===== src/rtl/multicycle_control_unit.sv =====
`default_nettype none
// ============================================================================
// Module   : multicycle_control_unit
// Purpose  : Multi-cycle control FSM for the 19-bit CPU. Sequences
//            FETCH / DECODE / EXECUTE / MEM / WRITEBACK with stall-tolerant
//            instruction and data memory handshakes, plus branch, jump,
//            halt, illegal-opcode trap and a retired-instruction counter.
// Ports    : clk, rst            - clock, synchronous active-high reset
//            instr_opcode        - opcode field from instruction memory
//            imem_ready          - instruction memory data valid
//            dmem_ready          - data memory access completes
//            alu_zero            - ALU zero flag (used in EXECUTE of BEQ)
//            imem_req, ir_write, pc_write, pc_src
//                                - fetch / instruction register / PC control
//            alu_op, alu_src     - ALU operation and operand select
//            reg_write, mem_read, mem_write, mem_to_reg
//                                - register file and data memory control
//            halted, illegal_op  - status: core halted, undefined opcode pulse
//            retired             - completed-instruction count (wraps)
// Revision : 1.0 - initial release
// ============================================================================
module multicycle_control_unit #(
    parameter int OPCODE_W = 5,
    parameter int ALU_OP_W = 4,
    parameter int RET_W    = 16
) (
    input  logic                clk,
    input  logic                rst,
    input  logic [OPCODE_W-1:0] instr_opcode,
    input  logic                imem_ready,
    input  logic                dmem_ready,
    input  logic                alu_zero,
    output logic                imem_req,
    output logic                ir_write,
    output logic                pc_write,
    output logic [1:0]          pc_src,
    output logic [ALU_OP_W-1:0] alu_op,
    output logic                alu_src,
    output logic                reg_write,
    output logic                mem_read,
    output logic                mem_write,
    output logic                mem_to_reg,
    output logic                halted,
    output logic                illegal_op,
    output logic [RET_W-1:0]    retired
);

    localparam logic [2:0] c_st_fetch   = 3'd0;
    localparam logic [2:0] c_st_decode  = 3'd1;
    localparam logic [2:0] c_st_execute = 3'd2;
    localparam logic [2:0] c_st_mem     = 3'd3;
    localparam logic [2:0] c_st_wb      = 3'd4;
    localparam logic [2:0] c_st_halt    = 3'd5;

    logic [2:0]          r_state;
    logic [2:0]          w_state_next;
    logic [OPCODE_W-1:0] r_op_q;
    logic [RET_W-1:0]    r_retired;
    logic                w_retire;
    logic                w_upper_zero;
    logic [4:0]          w_op5;
    logic                w_is_r, w_is_addi, w_is_subi, w_is_ld, w_is_st;
    logic                w_is_beq, w_is_jmp, w_is_halt, w_is_exec;
    logic [3:0]          w_alu4;
    logic                w_alu_src;

    // Opcode bits above the 5-bit base encoding must be zero to be legal.
    generate
        if (OPCODE_W > 5) begin : g_op_upper
            assign w_upper_zero = ~|r_op_q[OPCODE_W-1:5];
        end else begin : g_op_exact
            assign w_upper_zero = 1'b1;
        end
    endgenerate

    assign w_op5     = r_op_q[4:0];
    assign w_is_r    = w_upper_zero && (w_op5[4:3] == 2'b00);
    assign w_is_addi = w_upper_zero && (w_op5 == 5'b01000);
    assign w_is_subi = w_upper_zero && (w_op5 == 5'b01001);
    assign w_is_ld   = w_upper_zero && (w_op5 == 5'b01010);
    assign w_is_st   = w_upper_zero && (w_op5 == 5'b01011);
    assign w_is_beq  = w_upper_zero && (w_op5 == 5'b01100);
    assign w_is_jmp  = w_upper_zero && (w_op5 == 5'b01101);
    assign w_is_halt = w_upper_zero && (w_op5 == 5'b11111);
    assign w_is_exec = w_is_r | w_is_addi | w_is_subi | w_is_ld | w_is_st |
                       w_is_beq | w_is_jmp;

    // ALU setting chosen in EXECUTE; MEM and WRITEBACK keep presenting it so
    // the datapath result stays stable until it is consumed.
    always_comb begin
        w_alu4    = 4'b0000;
        w_alu_src = 1'b0;
        if (w_is_r) begin
            w_alu4 = w_op5[3:0];
        end else if (w_is_addi || w_is_ld || w_is_st) begin
            w_alu_src = 1'b1;
        end else if (w_is_subi) begin
            w_alu4    = 4'b0001;
            w_alu_src = 1'b1;
        end else if (w_is_beq) begin
            w_alu4 = 4'b0001;
        end
    end

    always_comb begin
        w_state_next = r_state;
        w_retire     = 1'b0;
        imem_req     = 1'b0;
        ir_write     = 1'b0;
        pc_write     = 1'b0;
        pc_src       = 2'd0;
        alu_op       = '0;
        alu_src      = 1'b0;
        reg_write    = 1'b0;
        mem_read     = 1'b0;
        mem_write    = 1'b0;
        mem_to_reg   = 1'b0;
        halted       = 1'b0;
        illegal_op   = 1'b0;
        retired      = r_retired;

        case (r_state)
            c_st_fetch: begin
                imem_req = 1'b1;
                if (imem_ready) begin
                    ir_write     = 1'b1;
                    pc_write     = 1'b1;
                    w_state_next = c_st_decode;
                end
            end
            c_st_decode: begin
                if (w_is_exec) begin
                    w_state_next = c_st_execute;
                end else if (w_is_halt) begin
                    w_state_next = c_st_halt;
                end else begin
                    // Undefined opcode: trap pulse, then behave as a NOP
                    // that is not counted as retired.
                    illegal_op   = 1'b1;
                    w_state_next = c_st_fetch;
                end
            end
            c_st_execute: begin
                alu_op[3:0] = w_alu4;
                alu_src     = w_alu_src;
                if (w_is_beq) begin
                    pc_write     = alu_zero;
                    pc_src       = alu_zero ? 2'd1 : 2'd0;
                    w_retire     = 1'b1;
                    w_state_next = c_st_fetch;
                end else if (w_is_jmp) begin
                    pc_write     = 1'b1;
                    pc_src       = 2'd2;
                    w_retire     = 1'b1;
                    w_state_next = c_st_fetch;
                end else if (w_is_ld || w_is_st) begin
                    w_state_next = c_st_mem;
                end else begin
                    w_state_next = c_st_wb;
                end
            end
            c_st_mem: begin
                alu_op[3:0] = w_alu4;
                alu_src     = w_alu_src;
                mem_read    = w_is_ld;
                mem_write   = w_is_st;
                if (dmem_ready) begin
                    if (w_is_st) begin
                        w_retire     = 1'b1;
                        w_state_next = c_st_fetch;
                    end else begin
                        w_state_next = c_st_wb;
                    end
                end
            end
            c_st_wb: begin
                alu_op[3:0]  = w_alu4;
                alu_src      = w_alu_src;
                reg_write    = 1'b1;
                mem_to_reg   = w_is_ld;
                w_retire     = 1'b1;
                w_state_next = c_st_fetch;
            end
            c_st_halt: begin
                halted = 1'b1;
            end
            default: begin
                w_state_next = c_st_fetch;
            end
        endcase

        // Reset silences every output, including the visible counter.
        if (rst) begin
            imem_req   = 1'b0;
            ir_write   = 1'b0;
            pc_write   = 1'b0;
            pc_src     = 2'd0;
            alu_op     = '0;
            alu_src    = 1'b0;
            reg_write  = 1'b0;
            mem_read   = 1'b0;
            mem_write  = 1'b0;
            mem_to_reg = 1'b0;
            halted     = 1'b0;
            illegal_op = 1'b0;
            retired    = '0;
        end
    end

    always_ff @(posedge clk) begin
        if (rst) begin
            r_state   <= c_st_fetch;
            r_op_q    <= '0;
            r_retired <= '0;
        end else begin
            r_state <= w_state_next;
            if ((r_state == c_st_fetch) && imem_ready) begin
                r_op_q <= instr_opcode;
            end
            if (w_retire) begin
                r_retired <= r_retired + RET_W'(1);
            end
        end
    end

endmodule
`default_nettype wire

===== config.mk =====
export PLATFORM = sky130hd
export DESIGN_NAME = multicycle_control_unit
export DESIGN_NICKNAME = d
export VERILOG_FILES = /design/src/rtl/multicycle_control_unit.sv
export SDC_FILE = /design/constraint.sdc
export NUM_CORES = 1
export LEC_CHECK = 0
export CAP_MARGIN = 25
export CORE_AREA = 2 2 72 53
export CTS_CLUSTER_DIAMETER = 150
export DETAILED_ROUTE_END_ITERATION = 10
export DIE_AREA = 0 0 74 55
export PLACE_DENSITY = 0.78
export SYNTH_ARGS = -nofsm -noshare
export SYNTH_HDL_FRONTEND = slang
export SYNTH_SLANG_ARGS = --single-unit

===== constraint.sdc =====
create_clock -name clk -period 3.5 [get_ports clk]
set_input_delay 0.7 -clock clk [delete_from_list [all_inputs] [get_ports clk]]
set_output_delay 0.7 -clock clk [all_outputs]
set_load 0.1 [all_outputs]

* Word-level counts from Yosys, hierarchy flattened
Cells that the tools add are included.
** Storage, ports and cells
- Flip-flop bits (word level) :: 24
- Output and inout bits :: 32
- Logic and storage cells :: 86
** Cells by class
- $add $sub $neg :: 1
- Eq/ne operators :: 14
- Muxes and demuxes :: 53
- Bitwise gates (word level) :: 7
- Reduce and logical (&&, ||, !) cells :: 8
** Operators by type and width (count)
- $mux W1 :: 33
- $eq A5 B4 Y1 const B :: 6
- $mux W3 :: 8
- $add A16 B1 Y16 const B :: 1
- $mux W16 :: 1
- $mux W4 :: 4
- $pmux W3 S5 :: 1
- $mux W2 :: 4
- $eq A3 B2 Y1 const B :: 2
- $eq A3 B3 Y1 const B :: 2
- $or A1 B1 Y1 :: 6
- $eq A5 B5 Y1 const B :: 1
- $ne A2 B2 Y1 const B :: 2
- $eq A3 B1 Y1 const B :: 1
- $logic_not A3 Y1 :: 1
- $logic_or A1 B1 Y1 :: 3
- $pmux W1 S3 :: 1
- $reduce_and A3 Y1 :: 1
- $reduce_or A3 Y1 :: 1
- $logic_not A2 Y1 :: 1
- $pmux W1 S2 :: 1
- $logic_and A1 B1 Y1 :: 1
- $not A1 Y1 :: 1

* Depth between registers and ports, before layout
Gate-level depths: netlist of run 1.
- Word-level depth :: 10
- Mapped depth :: 7

* Worst setup path after synthesis of run 1
OpenSTA, ideal clock, no wires.
- Path type :: input to output
- From :: input port rst
- To :: output port illegal_op
- Arrival time :: 5652 ps
- Path slack :: -2852 ps
- Stages :: 2
- Cell sequence :: or2_2 > a2111oi_0
** Between the ends
- Cells in the longest elaborated chain, start to end :: 1
** Ends and longest elaborated chain
- from (decl) :: line 28 : input logic rst,
- $mux W1 :: line 193 : if (rst) begin
- to (decl) :: line 44 : output logic illegal_op,
Every way passes these cells.

* Worst setup path in the final report of run 1
- From :: input port rst
- To :: output port alu_op[2]
** Between the ends
- Cells in the longest elaborated chain, start to end :: 1
** Ends and longest elaborated chain
- $mux W4 :: line 193
- to (decl) :: line 37 : output logic [ALU_OP_W-1:0] alu_op,
Every way passes these cells.

==> reports/qor.csv, run 1 <==
stage,metric,value,unit
clocking,setup repair bufs after CTS,0,
clocking,Clock transition at path regs,0.08,ns
floorplanning,full die area,4070,um2
worst_setup_path,CP Class,input pin to output pin,
drt,Starting DRT DRC Count,64,
drt,wire per inst,14.0,um
floorplanning,CORE AREA,3400,um2
yosys,top cell type's share of synthesized area,29.4,%
sta,Tcrit/Tclk final,83.3,%
placed_design,IO Port Bufs,40,
global_routing,gr busiest metal,met1,
worst_setup_path,CP max FO,18,
clocking,H-tree depth,1,
global_routing,first-pass GRT wire length,6.42,mm
outcome,status,completed,
layout,# nets final,244,
global_routing,number of global-route vias before repair,1362,
min_path,worst hold start,r_retired[0],
yosys,"Primary FF master, synth",dfxtp_1,
worst_setup_path,CP peak stage delay,0.47,ns
clocking,CTS resizes,0,
worst_setup_path,CP cell instances,clkdlybuf4s50_1 -> buf_4 -> o21bai_1 -> nor3_1 -> and2_1 -> buf_12,
worst_setup_path,type of origin of the critical path,input pin,
min_path,Hold/Removal Path Class,flop to flop,
worst_setup_path,Critical Path RT,2.80,ns
sta,post-layout minimum cycle time,2.92,ns
yosys,Syn Std Cell Area,1640,um2
clocking,Max clock buf depth,2,
sta,Slew HR,43.2,%
worst_setup_path,endpoint type of the worst setup path,output pin,
layout,share of layout cells above drive strength 1,26.3,%
yosys,largest cells by area after synthesis,"dfxtp_1 (29%), mux2_2 (7.6%), nor2b_1 (6.5%), nor2_1 (6.2%), a211oi_1 (3.7%)",
floorplanning,die height,55,um
worst_setup_path,critical path's slowest cell,clkdlybuf4s50_1,
pwr,peak supply drop,205,uV
layout,ANT cells,0,
layout,Final Instance Area,2440,um2
clocking,Hold Buf Count CTS,0,
pwr,Leakage,0.000883,uW
yosys,"EDFF count, synth",0,
yosys,"flops & latches, synth",24,
sta,setup TNS,0,ns
layout,Layout Area Growth over Synthesis,49.3,%
sta,count of pins over their slew limit,0,
drt,TritonRoute pass-1 iters,4,
floorplanning,initial core utilization,48.1,%
drt,vias post-DR,1583,
placed_design,"Cell Area, Placed",2390,um2
sta,# setup viols final,0,
run,max-cap check violation count,0,
clocking,total CTS buffers,3,
drt,routed vias/inst,5.61,
floorplanning,Ports,42,
placed_design,placer congestion estimate,0.908,
global_routing,GRT Residual Overflow,0,
yosys,Syn Nets,215,
yosys,top-count cell post-synth,nor2_1,
global_routing,met3 usage,5.25,%
sta,max frequency,343,MHz
floorplanning,die width,74,um
global_routing,met1 Resource Use GR,30.8,%
sta,WHS,0.539,ns
clocking,CTS root buf,clkbuf_8,
yosys,synth cell count leaders,"nor2_1 (27), dfxtp_1 (24), nor2b_1 (17)",
yosys,post-synthesis cell count,204,
sta,Worst-Margin Slew,0.853,ns
clocking,Sink Count,24,
worst_setup_path,"Arr. time, crit path",2.22,ns
sta,Final Hold Violating Endpoints,0,
drt,DRC viols,0,
sta,Setup Skew,0.00187,ns
layout,Final Util,71.8,%
sta,RSZ-0062 raised after global routing,no,
floorplanning,row cnt,18,
clocking,insertion delay to the later sink of the worst-skew pair,0.27,ns
yosys,distinct cell type count after synthesis,47,
yosys,register area share after synthesis,29.4,%
yosys,asr flop ratio synth,0,%
global_routing,Global Route met2 Usage,29.9,%
drt,antenna-violating nets left,0,
layout,Multi-input gate area,1090,um2
global_routing,antenna violations before repair,0,
yosys,Synth Area per Inst,8.02,um2
drt,Routed WL,3.95,mm
placed_design,HPWL Detailed,2.97,mm
clocking,CTS tree,built,
yosys,cell taking the most area after synthesis,dfxtp_1,
pwr,pwr/cell area,300,nW/um2
worst_setup_path,crit path from,rst,
layout,register area,480,um2
worst_setup_path,worst reg2reg startpoint,r_op_q[3],
layout,FILL cells,250,
global_routing,largest net degree at the start of global routing,23,
global_routing,gr usage total,21.1,%
yosys,synth warn,0,
power breakdown:
group	leakage, uW	internal (uW)	switching, uW	total (uW)
logic	0.000660	84.7	123	208
clock network	0.0000288	101	92.4	193
registers	0.000195	285	46.2	331
total	0.000883	471	262	732
through the flow:
step | setup slack [ns] | total power (uW) | cells
2_1_floorplan | -0.322 | 479 | 204
3_3_place_gp | 0.635 | 540 | 278
3_5_place_dp | 0.590 | 544 | 278
4_1_cts | 0.581 | 734 | 282
5_1_grt | 0.489 | 761 | 282
6_report | 0.583 | 732 | 282
metal layers:
metal,share of wire (%),vias up
li1,-,786
met1,50,744
met2,42,48
met3,5.9,5
met4,1.3,0
met5,0,-
logic make-up (layout without fill, tap and decap cells):
kind of cell / after synthesis / count (layout) / share of synthesized area [%]
multiplexers: 19 / 19 / 12.9
AND/OR/NAND/NOR: 97 / 97 / 33.0
AO/OA/AOI/OAI: 39 / 39 / 17.4
flip-flops: 24 / 24 / 29.4
other: 1 / 1 / 0.229
adder cells (fa/ha/maj): 1 / 1 / 0.765
buffers and inverters: 23 / 51 / 6.35
placed cells by master (no fill, tap or decap), drive strengths merged, types with 2 or more instances in the layout:
master / instances
a21oi: 11
nor2: 27
buf: 34
and3: 2
nor3: 6
a211oi: 8
clkdlybuf4s50: 9
nand2b: 2
nand4: 5
o21ai: 4
clkbuf: 4
o21bai: 2
a21boi: 2
a211o: 2
mux2i: 5
a31oi: 3
nand4bb: 2
and2: 3
nor2b: 17
inv: 4
dfxtp: 24
nand2: 9
and4: 4
nand3: 10
a2111oi: 2
mux2: 14
nor3b: 4
final cells by class:
| cell class | instances | area share, % |
|---|---|---|
| Tap cell | 50 | 2.56 |
| Clock buffer | 4 | 2.26 |
| Sequential cell | 24 | 19.7 |
| Inverter | 4 | 0.615 |
| Multi-Input combinational cell | 157 | 44.8 |
| Timing Repair Buffer | 43 | 30.0 |
state kept, by name, indices dropped and copies added (netlist names):
| register | flops |
|---|---|
| r_retired | 16 |
| r_op_q | 5 |
| r_state | 3 |
critical path, delay by kind of cell:
kind                   cells  cell delay, ns
buffers and inverters      3            0.87
AND/OR/NAND/NOR            2            0.38
AO/OA/AOI/OAI              1            0.25
path summary, 6_finish.rpt:
| path | end | slack (ns) | cells past startpoint |
|---|---|---|---|
| worst max-delay path | alu_op[2] | 0.58 | 6 |
| worst min-delay path | r_retired[0] | 0.54 | 2 |
| worst max register to register | r_retired[10] | 1.04 | 4 |
| worst min register to register | r_retired[0] | 0.54 | 2 |
Note: power is estimated with default switching activity, not from simulation.
==> run 2, diff against run 1 <==
--- a/config.mk
+++ b/config.mk
@@ -6,11 +6,11 @@
 export NUM_CORES = 1
 export LEC_CHECK = 0
 export CAP_MARGIN = 25
-export CORE_AREA = 2 2 72 53
+export CORE_AREA = 2 2 73 54
 export CTS_CLUSTER_DIAMETER = 150
 export DETAILED_ROUTE_END_ITERATION = 10
-export DIE_AREA = 0 0 74 55
-export PLACE_DENSITY = 0.78
+export DIE_AREA = 0 0 75 56
+export PLACE_DENSITY = 0.75
 export SYNTH_ARGS = -nofsm -noshare
 export SYNTH_HDL_FRONTEND = slang
 export SYNTH_SLANG_ARGS = --single-unit
==> constraint.sdc (replaced) <==
create_clock -name clk -period 2.8 [get_ports clk]
set_input_delay 0.56 -clock clk [delete_from_list [all_inputs] [get_ports clk]]
set_output_delay 0.56 -clock clk [all_outputs]
set_load 0.1 [all_outputs]
==> run 2 against run 1 <==
Compared with the run above:
- combinational power grew 48%
- largest power group unchanged
- wire length up 5.7%
- critical endpoint is now pc_write
- critical path type is now flop to output pin
- total power up 28%
==> reports/qor.csv, run 2 (synthesis results as in run 1) <==
stage,metric,value,unit,change
outcome,status,completed,,
floorplanning,die height,56,um,+1.8%
drt,Routed WL,4.18,mm,+5.7%
clocking,total CTS buffers,3,,unchanged
min_path,Worst Hold End,r_retired[0],,
worst_setup_path,Reg2Reg Depth,5,,+1
pwr,Final Power,935,uW,+28%
min_path,Hold/Removal Path Class,flop to flop,,
worst_setup_path,CP Class,flop to output pin,,
worst_setup_path,worst path bufs/invs,1,,-2
worst_setup_path,R2R setup slack,0.60,ns,-0.44 ns
drt,TritonRoute pass-1 iters,4,,unchanged
floorplanning,full die area,4200,um2,+3.2%
worst_setup_path,type of origin of the critical path,flop,,
floorplanning,row cnt,18,,unchanged
drt,vias post-DR,1588,,+0.32%
pwr,peak supply drop,306,uV,+49%
drt,wire per inst,14.6,um,+3.9%
sta,Tcrit/Tclk final,95.2,%,
sta,count of pins over their slew limit,0,,unchanged
layout,Layout Area Growth over Synthesis,53.6,%,
layout,# nets final,249,,+2.0%
global_routing,largest net degree at the start of global routing,25,,+8.7%
global_routing,GRT Residual Overflow,0,,unchanged
sta,# setup viols final,0,,unchanged
run,max-cap check violation count,0,,unchanged
drt,Starting DRT DRC Count,138,,+120%
layout,Largest register FFs,16,,unchanged
worst_setup_path,worst reg2reg startpoint,r_op_q[4],,
layout,Regs by FF count,"r_retired: 16 flops, r_op_q: 5 flops, r_state: 3 flops",,
worst_setup_path,CP max FO,11,,-7
sta,RSZ-0062 raised after global routing,no,,
clocking,insertion delay to the later sink of the worst-skew pair,0.26,ns,about the same
global_routing,gr usage total,21.9,%,+0.85 points
sta,Final Hold Violating Endpoints,0,,unchanged
layout,Biggest register,r_retired,,
worst_setup_path,critical path's slowest cell,dfxtp_1,,
layout,ANT cells,0,,unchanged
min_path,worst hold start,r_retired[0],,
clocking,CTS root buf,clkbuf_8,,
drt,routed vias/inst,5.53,,-1.4%
drt,DRC viols,0,,unchanged
clocking,Hold Buf Count CTS,0,,unchanged
clocking,H-tree depth,1,,unchanged
placed_design,placer congestion estimate,0.851,,-6.3%
pwr,Leakage,0.000916,uW,+3.7%
floorplanning,initial core utilization,47.5,%,-0.63 points
floorplanning,die width,75,um,+1.4%
placed_design,IO Port Bufs,40,,unchanged
layout,"commonest non-fill, non-tap cell in the layout",buf_12,,
sta,WHS,0.549,ns,+0.00996 ns
floorplanning,Ports,42,,unchanged
global_routing,number of global-route vias before repair,1508,,+11%
worst_setup_path,CP peak stage delay,0.44,ns,-0.03 ns
pwr,pwr/cell area,372,nW/um2,+24%
worst_setup_path,CP cell instances,nand4bb_1 -> nor3_1 -> o21ai_0 -> a211oi_4 -> buf_12,,
clocking,Sink Count,24,,unchanged
clocking,Clock transition at path regs,0.08,ns,about the same
layout,Final Util,72.9,%,+1.1 points
clocking,CTS tree,built,,
layout,Non-Filler Instances,287,,+1.8%
layout,most frequent cells in the layout,"buf_12 (31), nor2_1 (27), dfxtp_1 (22)",,
worst_setup_path,worst flop-to-flop path endpoint,r_retired[10],,
sta,max frequency,375,MHz,
global_routing,antenna violations before repair,0,,unchanged
clocking,Max clock buf depth,2,,unchanged
worst_setup_path,"Arr. time, crit path",2.10,ns,-0.12 ns
global_routing,first-pass GRT wire length,7.26,mm,+13%
sta,Setup Skew,0.00214,ns,+0.000265 ns
layout,share of layout cells above drive strength 1,30.4,%,+4.1 points
drt,antenna-violating nets left,0,,unchanged
min_path,WHS Path Cells,2,,unchanged
floorplanning,CORE AREA,3450,um2,+1.3%
placed_design,HPWL Detailed,3.16,mm,+6.7%
worst_setup_path,endpoint type of the worst setup path,output pin,,
placed_design,Inst Count DP,283,,+1.8%
worst_setup_path,Critical Path RT,2.24,ns,-0.56 ns
sta,post-layout minimum cycle time,2.66,ns,
worst_setup_path,Top Family by Delay on Critical Path,simple AND/OR/NAND/NOR gates,,
## run 2: power breakdown
part,leakage (uW),total (uW),switching [uW],internal [uW]
Combinational,0.000692,307,186,121
Clock,0.0000288,233,108,126
Sequential,0.000195,395,38.1,357
Total,0.000916,935,331,604
## run 2: worst max-delay path by stage
| stage | from | depth (start not counted) | slack, ns | endpoint |
|---|---|---|---|---|
| after global routing | r_op_q[4] | 5 | 0.005 | pc_write |
| after detailed placement | rst | 5 | 0.16 | ir_write |
| final | r_op_q[4] | 5 | 0.14 | pc_write |
| after CTS | r_state[2] | 5 | 0.08 | alu_op[1] |
| after global placement | rst | 5 | 0.21 | ir_write |
| after floorplan | r_state[0] | 4 | -0.70 | illegal_op |
## run 2: timing repair
action,CTS,global route
endpoints found under the setup margin,0,3
resized for setup,0,2
setup buffers,0,0
## run 2: worst register-to-register path: stages, from the launching register on
cell,delay [ns]
dfxtp_1,0.44
or3b_1,0.43
or3_1,0.36
buf_4,0.21
a2111oi_4,0.32
mux2_1,0.34
## run 2: per-layer routing
metal / part of all wire, % / track usage, % / vias to the layer above
met4: 1.1 / 5.36 / 0
li1: - / - / 789
met1: 49 / 34.9 / 752
met2: 45 / 29.3 / 43
met5: 0 / 0 / -
met3: 4.4 / 4.35 / 4
## run 2: final cells by class
class,instances,area (um2)
clock buffer,4,55.1
tap,50,62.6
fill,258,933
sequential,24,483
inverter,4,15.0
timing repair buffer,48,771
multi-input combinational,157,1130
## run 2: through the flow
step	worst slack [ns]	setup TNS, ns	cell area [um2]
6_report	0.135	0	2510
5_1_grt	0.00526	0	2510
4_1_cts	0.0826	0	2510
3_5_place_dp	0.162	0	2450
3_3_place_gp	0.207	0	2450
2_1_floorplan	-0.696	-1.01	1710
==> run 3, diff against run 2 <==
--- a/config.mk
+++ b/config.mk
@@ -10,7 +10,7 @@
 export CTS_CLUSTER_DIAMETER = 150
 export DETAILED_ROUTE_END_ITERATION = 10
 export DIE_AREA = 0 0 75 56
-export PLACE_DENSITY = 0.75
+export PLACE_DENSITY = 0.79
 export SYNTH_ARGS = -nofsm -noshare
 export SYNTH_HDL_FRONTEND = slang
 export SYNTH_SLANG_ARGS = --single-unit
==> run 3 against run 2 <==
Compared with the run above:
- clock skew shrank 0.00064 ns
- register-to-register slack worse by 0.06 ns
- design area about the same
- non-clock buffer count is the same
- critical path depth unchanged
==> reports/qor.csv, run 3 (synthesis results as in run 1) <==
stage,metric,value,unit,change
outcome,status,completed,,
placed_design,pre-CTS WS,0.171,ns,+0.00911 ns
pwr,peak supply drop,327,uV,+6.9%
clocking,insertion delay to the later sink of the worst-skew pair,0.26,ns,about the same
placed_design,HPWL Detailed,3.25,mm,+2.8%
worst_setup_path,endpoint type of the worst setup path,output pin,,
worst_setup_path,CP Class,input pin to output pin,,
layout,most frequent cells in the layout,"buf_12 (31), nor2_1 (27), dfxtp_1 (24)",,
drt,wire per inst,14.7,um,+1.2%
sta,count of pins over their slew limit,0,,unchanged
placed_design,placer congestion estimate,0.896,,+5.3%
clocking,Sink Count,24,,unchanged
global_routing,met3 usage,4.35,%,unchanged
sta,Slew HR,46.0,%,
layout,Regs by FF count,"r_retired: 16 flops, r_op_q: 5 flops, r_state: 3 flops",,
global_routing,gr usage total,21.6,%,-0.27 points
global_routing,antenna violations before repair,0,,unchanged
global_routing,number of global-route vias before repair,1509,,+0.066%
worst_setup_path,CP max FO,5,,-6
floorplanning,Ports,42,,unchanged
floorplanning,row cnt,18,,unchanged
layout,share of layout cells above drive strength 1,29.5,%,-0.84 points
clocking,Hold Buf Count CTS,0,,unchanged
floorplanning,full die area,4200,um2,unchanged
layout,ANT cells,0,,unchanged
global_routing,GRT Residual Overflow,0,,unchanged
layout,Final Instance Area,2510,um2,about the same
floorplanning,die width,75,um,unchanged
worst_setup_path,Critical Path RT,2.24,ns,about the same
global_routing,gr busiest metal,met1,,
clocking,CTS root buf,clkbuf_8,,
floorplanning,initial core utilization,47.5,%,unchanged
pwr,Leakage,0.000916,uW,about the same
layout,Biggest register,r_retired,,
global_routing,first-pass GRT wire length,7.24,mm,-0.28%
clocking,CTS resizes,0,,unchanged
sta,# setup viols final,0,,unchanged
sta,post-layout minimum cycle time,2.64,ns,-0.0261 ns
drt,Starting DRT DRC Count,164,,+19%
sta,Worst-Margin Slew,0.811,ns,
layout,"commonest non-fill, non-tap cell in the layout",buf_12,,
min_path,Hold/Removal Path Class,flop to flop,,
global_routing,met1 Resource Use GR,33.7,%,-1.2 points
sta,Setup Skew,0.00150,ns,-0.000636 ns
run,max-cap check violation count,0,,unchanged
placed_design,IO Port Bufs,40,,unchanged
global_routing,Global Route met2 Usage,31.3,%,+2.0 points
drt,DRC viols,0,,unchanged
worst_setup_path,"Arr. time, crit path",2.08,ns,-0.02 ns
placed_design,"Cell Area, Placed",2450,um2,unchanged
floorplanning,CORE AREA,3450,um2,unchanged
worst_setup_path,type of origin of the critical path,input pin,,
drt,antenna-violating nets left,0,,unchanged
sta,max frequency,379,MHz,+0.99%
drt,routed vias/inst,5.72,,+3.4%
clocking,CTS tree,built,,
clocking,total CTS buffers,3,,unchanged
sta,final worst slack,0.161,ns,+0.0261 ns
sta,Tcrit/Tclk final,94.2,%,-0.93 points
drt,vias post-DR,1642,,+3.4%
clocking,setup repair bufs after CTS,0,,unchanged
pwr,pwr/cell area,371,nW/um2,-0.36%
layout,Layout Area Growth over Synthesis,53.5,%,about the same
clocking,Max clock buf depth,2,,unchanged
floorplanning,die height,56,um,unchanged
sta,RSZ-0062 raised after global routing,no,,
clocking,H-tree depth,1,,unchanged
clocking,Clock transition at path regs,0.08,ns,about the same
sta,Final Hold Violating Endpoints,0,,unchanged
layout,Largest register FFs,16,,unchanged
drt,Routed WL,4.23,mm,+1.2%
global_routing,largest net degree at the start of global routing,33,,+32%
layout,# nets final,249,,unchanged
drt,TritonRoute pass-1 iters,4,,unchanged
## run 3: cell counts in the layout (fill, tap and decap cells not counted)
No cell type changed its count.
## run 3: final cells by class
type | instances | area (um2)
Tap cell | 50 | 62.6
Multi-Input combinational cell | 157 | 1130
Clock buffer | 4 | 55.1
Fill cell | 256 | 936
Sequential cell | 24 | 480
Timing Repair Buffer | 48 | 771
Inverter | 4 | 15.0
## run 3: final timing paths
kind,cells after the start,to,slack (ns),start
worst min register to register,2,r_retired[0],0.55,r_retired[0]
worst max register to register,5,r_retired[10],0.54,r_op_q[3]
worst max-delay path,5,ir_write,0.16,rst
worst min-delay path,2,r_retired[0],0.55,r_retired[0]
## run 3: critical path, cell delays in order
cell and delay (ns):
clkdlybuf4s50_1 0.49, or2_2 0.41, nor3_4 0.27, and2_4 0.19, buf_12 0.16
## run 3: report_power, final
part           leakage, uW  total, uW  internal [uW]  switching [uW]
registers         0.000195        389            357            32.3
clock network    0.0000288        230            125             105
logic             0.000693        312            121             190
total             0.000916        931            603             328
## run 3: routing by layer
layer,part of all wire (%),up-vias
met1,46,787
met4,0.38,0
met2,47,62
met5,0,-
li1,-,791
met3,6.8,2
## run 3: stage by stage
stage | power [uW] | TNS (ns) | hold slack, ns | std cells | utilization, %
6_report | 931 | 0 | 0.546 | 287 | 72.8
5_1_grt | 976 | 0 | 0.587 | 287 | 72.8
4_1_cts | 938 | 0 | 0.548 | 287 | 72.8
3_5_place_dp | 707 | 0 | 0.536 | 283 | 71.2
3_3_place_gp | 697 | 0 | 0.507 | 283 | 71.2
2_1_floorplan | 611 | -1.01 | 0.482 | 204 | -
